File: src/rtl/mul32_seq.sv
// mul32_seq: sequential 32x32->64 multiply unit that time-shares one signed 18x18
// combinational multiplier over four cycles, with valid/ready on both sides.
module mul32_seq (
    input  logic        clk,
    input  logic        rst_n,
    input  logic        flush,
    input  logic        in_valid,
    output logic        in_ready,
    input  logic [31:0] a,
    input  logic [31:0] b,
    input  logic        a_signed,
    input  logic        b_signed,
    output logic        out_valid,
    input  logic        out_ready,
    output logic [63:0] result,
    output logic [17:0] mul_a,
    output logic [17:0] mul_b,
    input  logic [35:0] mul_p
);
    typedef enum logic [1:0] {IDLE, MUL, DONE} state_t;
    state_t      state, state_nx;
    logic [1:0]  step;
    logic [31:0] ra, rb;
    logic        sa, sb;
    logic [63:0] acc, addend;
    logic [17:0] al, ah, bl, bh;
    logic [5:0]  sh;
    always_ff @(posedge clk or negedge rst_n) begin
        if (!rst_n) state <= IDLE;
        else        state <= state_nx;
    end
    always_comb begin
        state_nx = state;
        if (flush)                               state_nx = IDLE;
        else if (state == IDLE && in_valid)      state_nx = MUL;
        else if (state == MUL && step == 2'd3)   state_nx = DONE;
        else if (state == DONE && out_ready)     state_nx = IDLE;
    end
    assign in_ready  = state == IDLE;
    assign out_valid = state == DONE;
    assign result    = acc;
    // High halves carry the operand sign into the two guard bits of the signed multiplier
    assign al = {2'b00, ra[15:0]};
    assign ah = {{2{sa & ra[31]}}, ra[31:16]};
    assign bl = {2'b00, rb[15:0]};
    assign bh = {{2{sb & rb[31]}}, rb[31:16]};
    assign mul_a  = (state == MUL) ? (step[1] ? ah : al) : '0;
    assign mul_b  = (state == MUL) ? (step[0] ? bh : bl) : '0;
    assign sh     = (step == 2'd3) ? 6'd32 : (step == 2'd0) ? 6'd0 : 6'd16;
    assign addend = {{28{mul_p[35]}}, mul_p} << sh;
    always_ff @(posedge clk or negedge rst_n) begin
        if (!rst_n) begin
            step <= '0;
            acc  <= '0;
            ra   <= '0;
            rb   <= '0;
            sa   <= 1'b0;
            sb   <= 1'b0;
        end else if (!flush) begin
            if (state == IDLE && in_valid) begin
                ra   <= a;
                rb   <= b;
                sa   <= a_signed;
                sb   <= b_signed;
                acc  <= '0;
                step <= '0;
            end else if (state == MUL) begin
                acc  <= acc + addend;
                step <= step + 2'd1;
            end
        end
    end
endmodule

File: config.mk
export PLATFORM = sky130hd
export DESIGN_NAME = mul32_seq
export DESIGN_NICKNAME = d
export VERILOG_FILES = /design/src/rtl/mul32_seq.sv
export SDC_FILE = /design/constraint.sdc
export NUM_CORES = 1
export LEC_CHECK = 0
export ABC_AREA = 1
export CAP_MARGIN = 25
export CORE_MARGIN = 2
export CORE_UTILIZATION = 35
export CTS_BUF_LIST = sky130_fd_sc_hd__clkbuf_8 sky130_fd_sc_hd__clkbuf_16
export DETAILED_ROUTE_END_ITERATION = 16
export PLACE_DENSITY = 0.67
export SLEW_MARGIN = 20
export SYNTH_ARGS = -nofsm -noshare
export SYNTH_HDL_FRONTEND = slang
export SYNTH_SLANG_ARGS = --single-unit
export TNS_END_PERCENT = 50
File: constraint.sdc
create_clock -name clk -period 5.6 [get_ports clk]
set_input_delay 1.12 -clock clk [delete_from_list [all_inputs] [get_ports clk]]
set_output_delay 1.12 -clock clk [all_outputs]
set_load 0.005 [all_outputs]
==> metrics.txt, run 1 <==
status=completed; gpl congestion=1.01; I/O pins=209; Avg Cell Area, Syn=5.73 µm²; WP data arrival=4.54 ns; sequential share of power=19.8%; critical path data required time=5.94 ns; Post-CTS Resized=0; first-pass GRT wire length=75400 µm; FF+latch count, synth=134; Std-Cell Rows=68; largest net degree at the start of global routing=94; fin crit share=75.1%; Pleak=8.74 nW; cell mode on critical path=nand2_1; H-tree depth=4; Max-Cap Viols=0; CP cell instances=ha_1 -> buf_4 -> o21ai_0 -> o21ai_0 -> inv_1 -> ha_1 -> nand2_1 -> nor2_1 -> inv_1 -> nor4_2 -> nand2_1 -> nand2_1 -> nand2_1 -> nand3_1 -> nand2_1; synthesized area=12200 µm²; largest cells by area after synthesis=nand2_1 (30%), dfrtp_1 (27%), inv_1 (11%); Pwr Total=8.09 mW; kind of critical path=reg2reg; CTS Sinks=134; fmax=238 MHz; Post-Syn Nets=2308; Final Util=44.6%; clk_lat worst skew=0.46 ns; Tot GR Track Use=27.6%; Sw Pwr=4.34 mW; vias=13586; Clock Tree Buf Depth=2; critical path startpoint category=flip-flop; CTS tree=built; RSZ-0062 raised after global routing=no; total routed wirelength=49200 µm; setup violators final=0; PortBufs=208; Ys Warns=0; crit path max fanout=36; area of the core=34500 µm²; root buffer cell=clkbuf_16; CP Capture Type=flip-flop; Power Dens Cells=526 nW/µm²; Pint=3.75 mW; dpl hpwl=39100 µm; cells after synthesis=2136; worst slew pin tran=0.950 ns; commonest cells after routing, fill and taps aside=nand2_1 (986), inv_1 (371), clkdlybuf4s50_1 (207); worst relative slew slack=36.7%; Final Max Slew Viols=0; Post CTS Setup Buffer Count=0; hold buffers post-CTS=0; Initial DRT Pass Iterations=9; drc violations=0; Die W=191 µm; Synth-to-Final Area Change=25.5%; initial antenna violation count=4; Congestion Overflow GR=0; Initial DRC Count=994; final hold violations=0; Distinct cells, synth=38; CP max-delay cell=o21ai_0; setup TNS=0 ns; Via density=4.87; wire per inst=17.6 µm; Worst IR Drop VDD=0.000307 V; vias in the first global route=13280; most common cell after layout, fill and taps aside=nand2_1; Worst Hold Class=reg2reg; CTS clk-pin slew, worst paths=0.06 ns; post-synth top area share=30.2%; pre-CTS WS=1.22 ns; starting density of the core=35.5%; Worst path max stage delay=0.76 ns; final worst slack=1.40 ns; Setup Skew=0.0105 ns; share of layout cells above drive strength 1=5.95%; DIE AREA=36500 µm²; Antenna Violating Nets Remaining=0; area leader, netlist=nand2_1; Hold Slack=0.470 ns; Die H=191 µm; nets@finish=2496; Num CTS Buffers=17; sequential share of the synthesized area=27.4%; Final Critical Period=4.20 ns; clock share of power=13.7%; Net Sw Frac=53.6%; Combinational Power Share=66.5%
## critical path, delay by kind of cell (launching register included)
kind                       cells  cell delay [ns]
and+or+nand+nor                8             1.02
DFF                            1             0.62
adders and majority gates      2             0.84
buffers and inverters          3             0.62
AOI/OAI and AO/OA              2             0.97
## area by class of cell
cell class,instances,area (µm²)
antenna,1,2.50
clock buffer,18,439
clock inverter,13,110
fill,3750,19100
inverter,385,1450
multi-input combinational,1563,7220
sequential,134,3350
tap,455,569
timing repair buffer,223,2230
## sequential cells by signal (all words and copies together), names as in the netlist
signal / count
ra: 32
rb: 32
result: 64
sa: 1
sb: 1
state: 2
step: 2
## Yosys cell counts (all sizes together)
master and instances:
nand2 1021, inv 380, nor2 163, dfrtp 134
a21oi 99, nand3 85, ha 64, o21ai 61
buf 31, clkbuf 23, o22ai 19, nor3 17
or2 10, nand4 6, clkinv 5, a32o 4
o21bai 3, mux2i 2, nor4 2, xnor2 2
a22o 1, and2 1, fa 1, nand3b 1
xor2 1
## cell families after synthesis
logic type | synth area share, %
compound gates | 8.09
xor+xnor | 0.215
fa+ha+maj | 6.70
buf+inv | 13.7
flops | 27.4
mux | 0.163
simple gates | 43.7
## power by group through the flow
stage | clock (mW) | combinational, mW | sequential, mW
finish | 1.11 | 5.38 | 1.61
global route | 1.17 | 6.00 | 1.64
CTS | 1.12 | 5.31 | 1.60
detailed placement | 0 | 5.28 | 1.62
global placement | 0 | 5.24 | 1.61
floorplan | 0 | 3.39 | 1.49
## through the flow
step | std cells | instance area (µm²)
3_3_place_gp | 2758 | 14800
6_report | 2792 | 15400
4_1_cts | 2790 | 15300
2_1_floorplan | 2136 | 12200
5_1_grt | 2791 | 15400
3_5_place_dp | 2759 | 14800
## final timing paths
kind | start | endpoint | slack, ns | cells after the start
max | step[0] | result[59] | 1.40 | 15
min | ra[17] | ra[17] | 0.47 | 2
max reg2reg | step[0] | result[59] | 1.40 | 15
min reg2reg | ra[17] | ra[17] | 0.47 | 2
max in group asynchronous | rst_n | ra[28] | 4.09 | 2
min in group asynchronous | rst_n | result[19] | 0.59 | 1
## routing by layer
metal	track usage (%)	wire length, µm	vias to the layer above
met5	0	24	-
met4	12.2	2170	4
met1	35.8	21700	6143
met3	6.79	4030	83
met2	43.3	21300	529
li1	-	-	6827
Note: power is estimated with default switching activity, not from simulation.
==> inputs of run 2 (changes only) <==
==> constraint.sdc (replaced) <==
create_clock -name clk -period 4.3 [get_ports clk]
set_input_delay 0.86 -clock clk [delete_from_list [all_inputs] [get_ports clk]]
set_output_delay 0.86 -clock clk [all_outputs]
set_load 0.005 [all_outputs]
==> metrics.txt, run 2 (synthesized netlist as in run 1, its figures left out) <==
status=completed; area of the multi-input gates=7220 µm² (unchanged); Setup Skew=0.0183 ns (+0.00771 ns); Tot GR Track Use=27.6% (about the same); worst slew pin tran=0.962 ns (+0.0124 ns); H-tree depth=4 (unchanged); worst r2r src=step[1]; CTS tree=built; CP Capture Type=flip-flop; Power Dens Cells=686 nW/µm² (+30%); CP endpoint=result[63]; Final Max Slew Viols=0 (unchanged); gpl congestion=1.01 (-0.31%); critical path startpoint category=flip-flop; max reg flops=64 (unchanged); critical path data required time=4.64 ns (-1.30 ns); PortBufs=208 (unchanged); Die H=191 µm (unchanged); drc violations=0 (unchanged); area of the core=34500 µm² (unchanged); Final Critical Period=3.87 ns (-0.339 ns); fin crit share=89.9% (+15 points); reg2reg end=result[63]; most common cell after layout, fill and taps aside=nand2_1; Synth-to-Final Area Change=25.9%; commonest cells after routing, fill and taps aside=nand2_1 (986), inv_1 (372), clkdlybuf4s50_1 (207); Clock Tree Buf Depth=2 (unchanged); CTS clk-pin slew, worst paths=0.08 ns (+0.02 ns); total routed wirelength=49800 µm (+1.2%); Die W=191 µm (unchanged); vias in the first global route=13284 (+0.030%); Max-Cap Viols=0 (unchanged); Congestion Overflow GR=0 (unchanged); largest net degree at the start of global routing=85 (-9.6%); clk_lat worst skew=0.46 ns (about the same); reg2reg path depth=18 (+3); first-pass GRT wire length=75700 µm (+0.40%); Pleak=8.76 nW (+0.27%); share of layout cells above drive strength 1=6.19% (+0.24 points); CTS Sinks=134 (unchanged); kind of critical path=reg2reg; Worst Hold Class=in2async; I/O pins=209 (unchanged); vias=13686 (+0.74%); crit path max fanout=36 (unchanged); worst setup path startpoint=step[1]; FF-to-FF setup slack=0.43 ns (-0.96 ns); Initial DRT Pass Iterations=5 (-4); sequential cell area=3350 µm² (unchanged); pre-CTS WS=0.263 ns (-0.958 ns); RSZ-0062 raised after global routing=no; Num CTS Buffers=17 (unchanged); Initial DRC Count=1060 (+6.6%); worst relative slew slack=35.9% (-0.83 points); Worst IR Drop VDD=0.000333 V (+8.5%); setup TNS=0 ns (unchanged); WP data arrival=4.20 ns (-0.34 ns); setup violators final=0 (unchanged); root buffer cell=clkbuf_16; Post-CTS Resized=0 (unchanged); final worst slack=0.434 ns (-0.961 ns); Fillers=3714 (-0.96%); Std-Cell Rows=68 (unchanged); Via density=4.89 (+0.48%); fmax=259 MHz (+8.8%); nets@finish=2502 (+0.24%); dpl hpwl=39900 µm (+2.2%); final hold violations=0 (unchanged); hold buffers post-CTS=0 (unchanged); starting density of the core=35.5% (unchanged); DIE AREA=36500 µm² (unchanged); initial antenna violation count=1 (-3); wire per inst=17.8 µm (+0.91%); Antenna Violating Nets Remaining=0 (unchanged); Post CTS Setup Buffer Count=0 (unchanged)
## run 2: final cells by class
type                            count  area share [%]
Antenna cell                        1          0.0162
Clock buffer                       20            3.03
Multi-Input combinational cell   1563            46.8
Inverter                          385            9.37
Tap cell                          455            3.69
Timing Repair Buffer              229            14.8
Clock inverter                     12           0.519
Sequential cell                   134            21.7
## run 2: worst min path at each step
stage / startpoint / endpoint / slack, ns
final: rst_n / result[22] / 0.47
after global routing: rb[24] / rb[24] / 0.49
after CTS: ra[1] / ra[1] / 0.47
after detailed placement: ra[1] / ra[1] / 0.46
after global placement: rb[18] / rb[18] / 0.45
after floorplan: ra[31] / ra[31] / 0.44
## run 2: stage by stage
stage / instance area [µm²] / std cells / util, % / hold slack (ns) / total power, mW
after global placement: 14800 / 2765 / 43.1 / 0.454 / 8.99
after detailed placement: 14900 / 2766 / 43.1 / 0.458 / 9.03
after global routing: 15400 / 2798 / 44.7 / 0.488 / 11.5
after CTS: 15400 / 2798 / 44.7 / 0.474 / 10.5
after floorplan: 12200 / 2136 / - / 0.442 / 6.35
final: 15400 / 2799 / 44.7 / 0.468 / 10.6
## run 2: worst max-delay path, stage by stage (launching register included)
cell and delay (ns):
dfrtp_1 0.39, ha_1 0.30, buf_4 0.36, o21ai_0 0.15, buf_4 0.18, o21ai_0 0.43
inv_1 0.10, ha_1 0.44, nand2_1 0.08, inv_1 0.10, nand2_1 0.17, nor3_1 0.45
nand2_1 0.16, nor2_1 0.12, nand2_1 0.07, nand2_1 0.06, nand2_1 0.04, nand3_1 0.05
nand2_1 0.06
## run 2: per-layer routing
layer / vias up / track usage, % / wire, µm
li1: 6834 / - / -
met5: - / 0 / 0
met3: 71 / 6.44 / 4400
met4: 0 / 9.73 / 1540
met2: 584 / 44.7 / 22300
met1: 6197 / 36.0 / 21600
## run 2: power by group
part	internal [mW]	leakage, nW	total (mW)	switching (mW)
Combinational	2.48	6.78	7.08	4.60
Clock	0.779	0.271	1.43	0.651
Sequential	1.65	1.72	2.06	0.403
Total	4.91	8.76	10.6	5.66
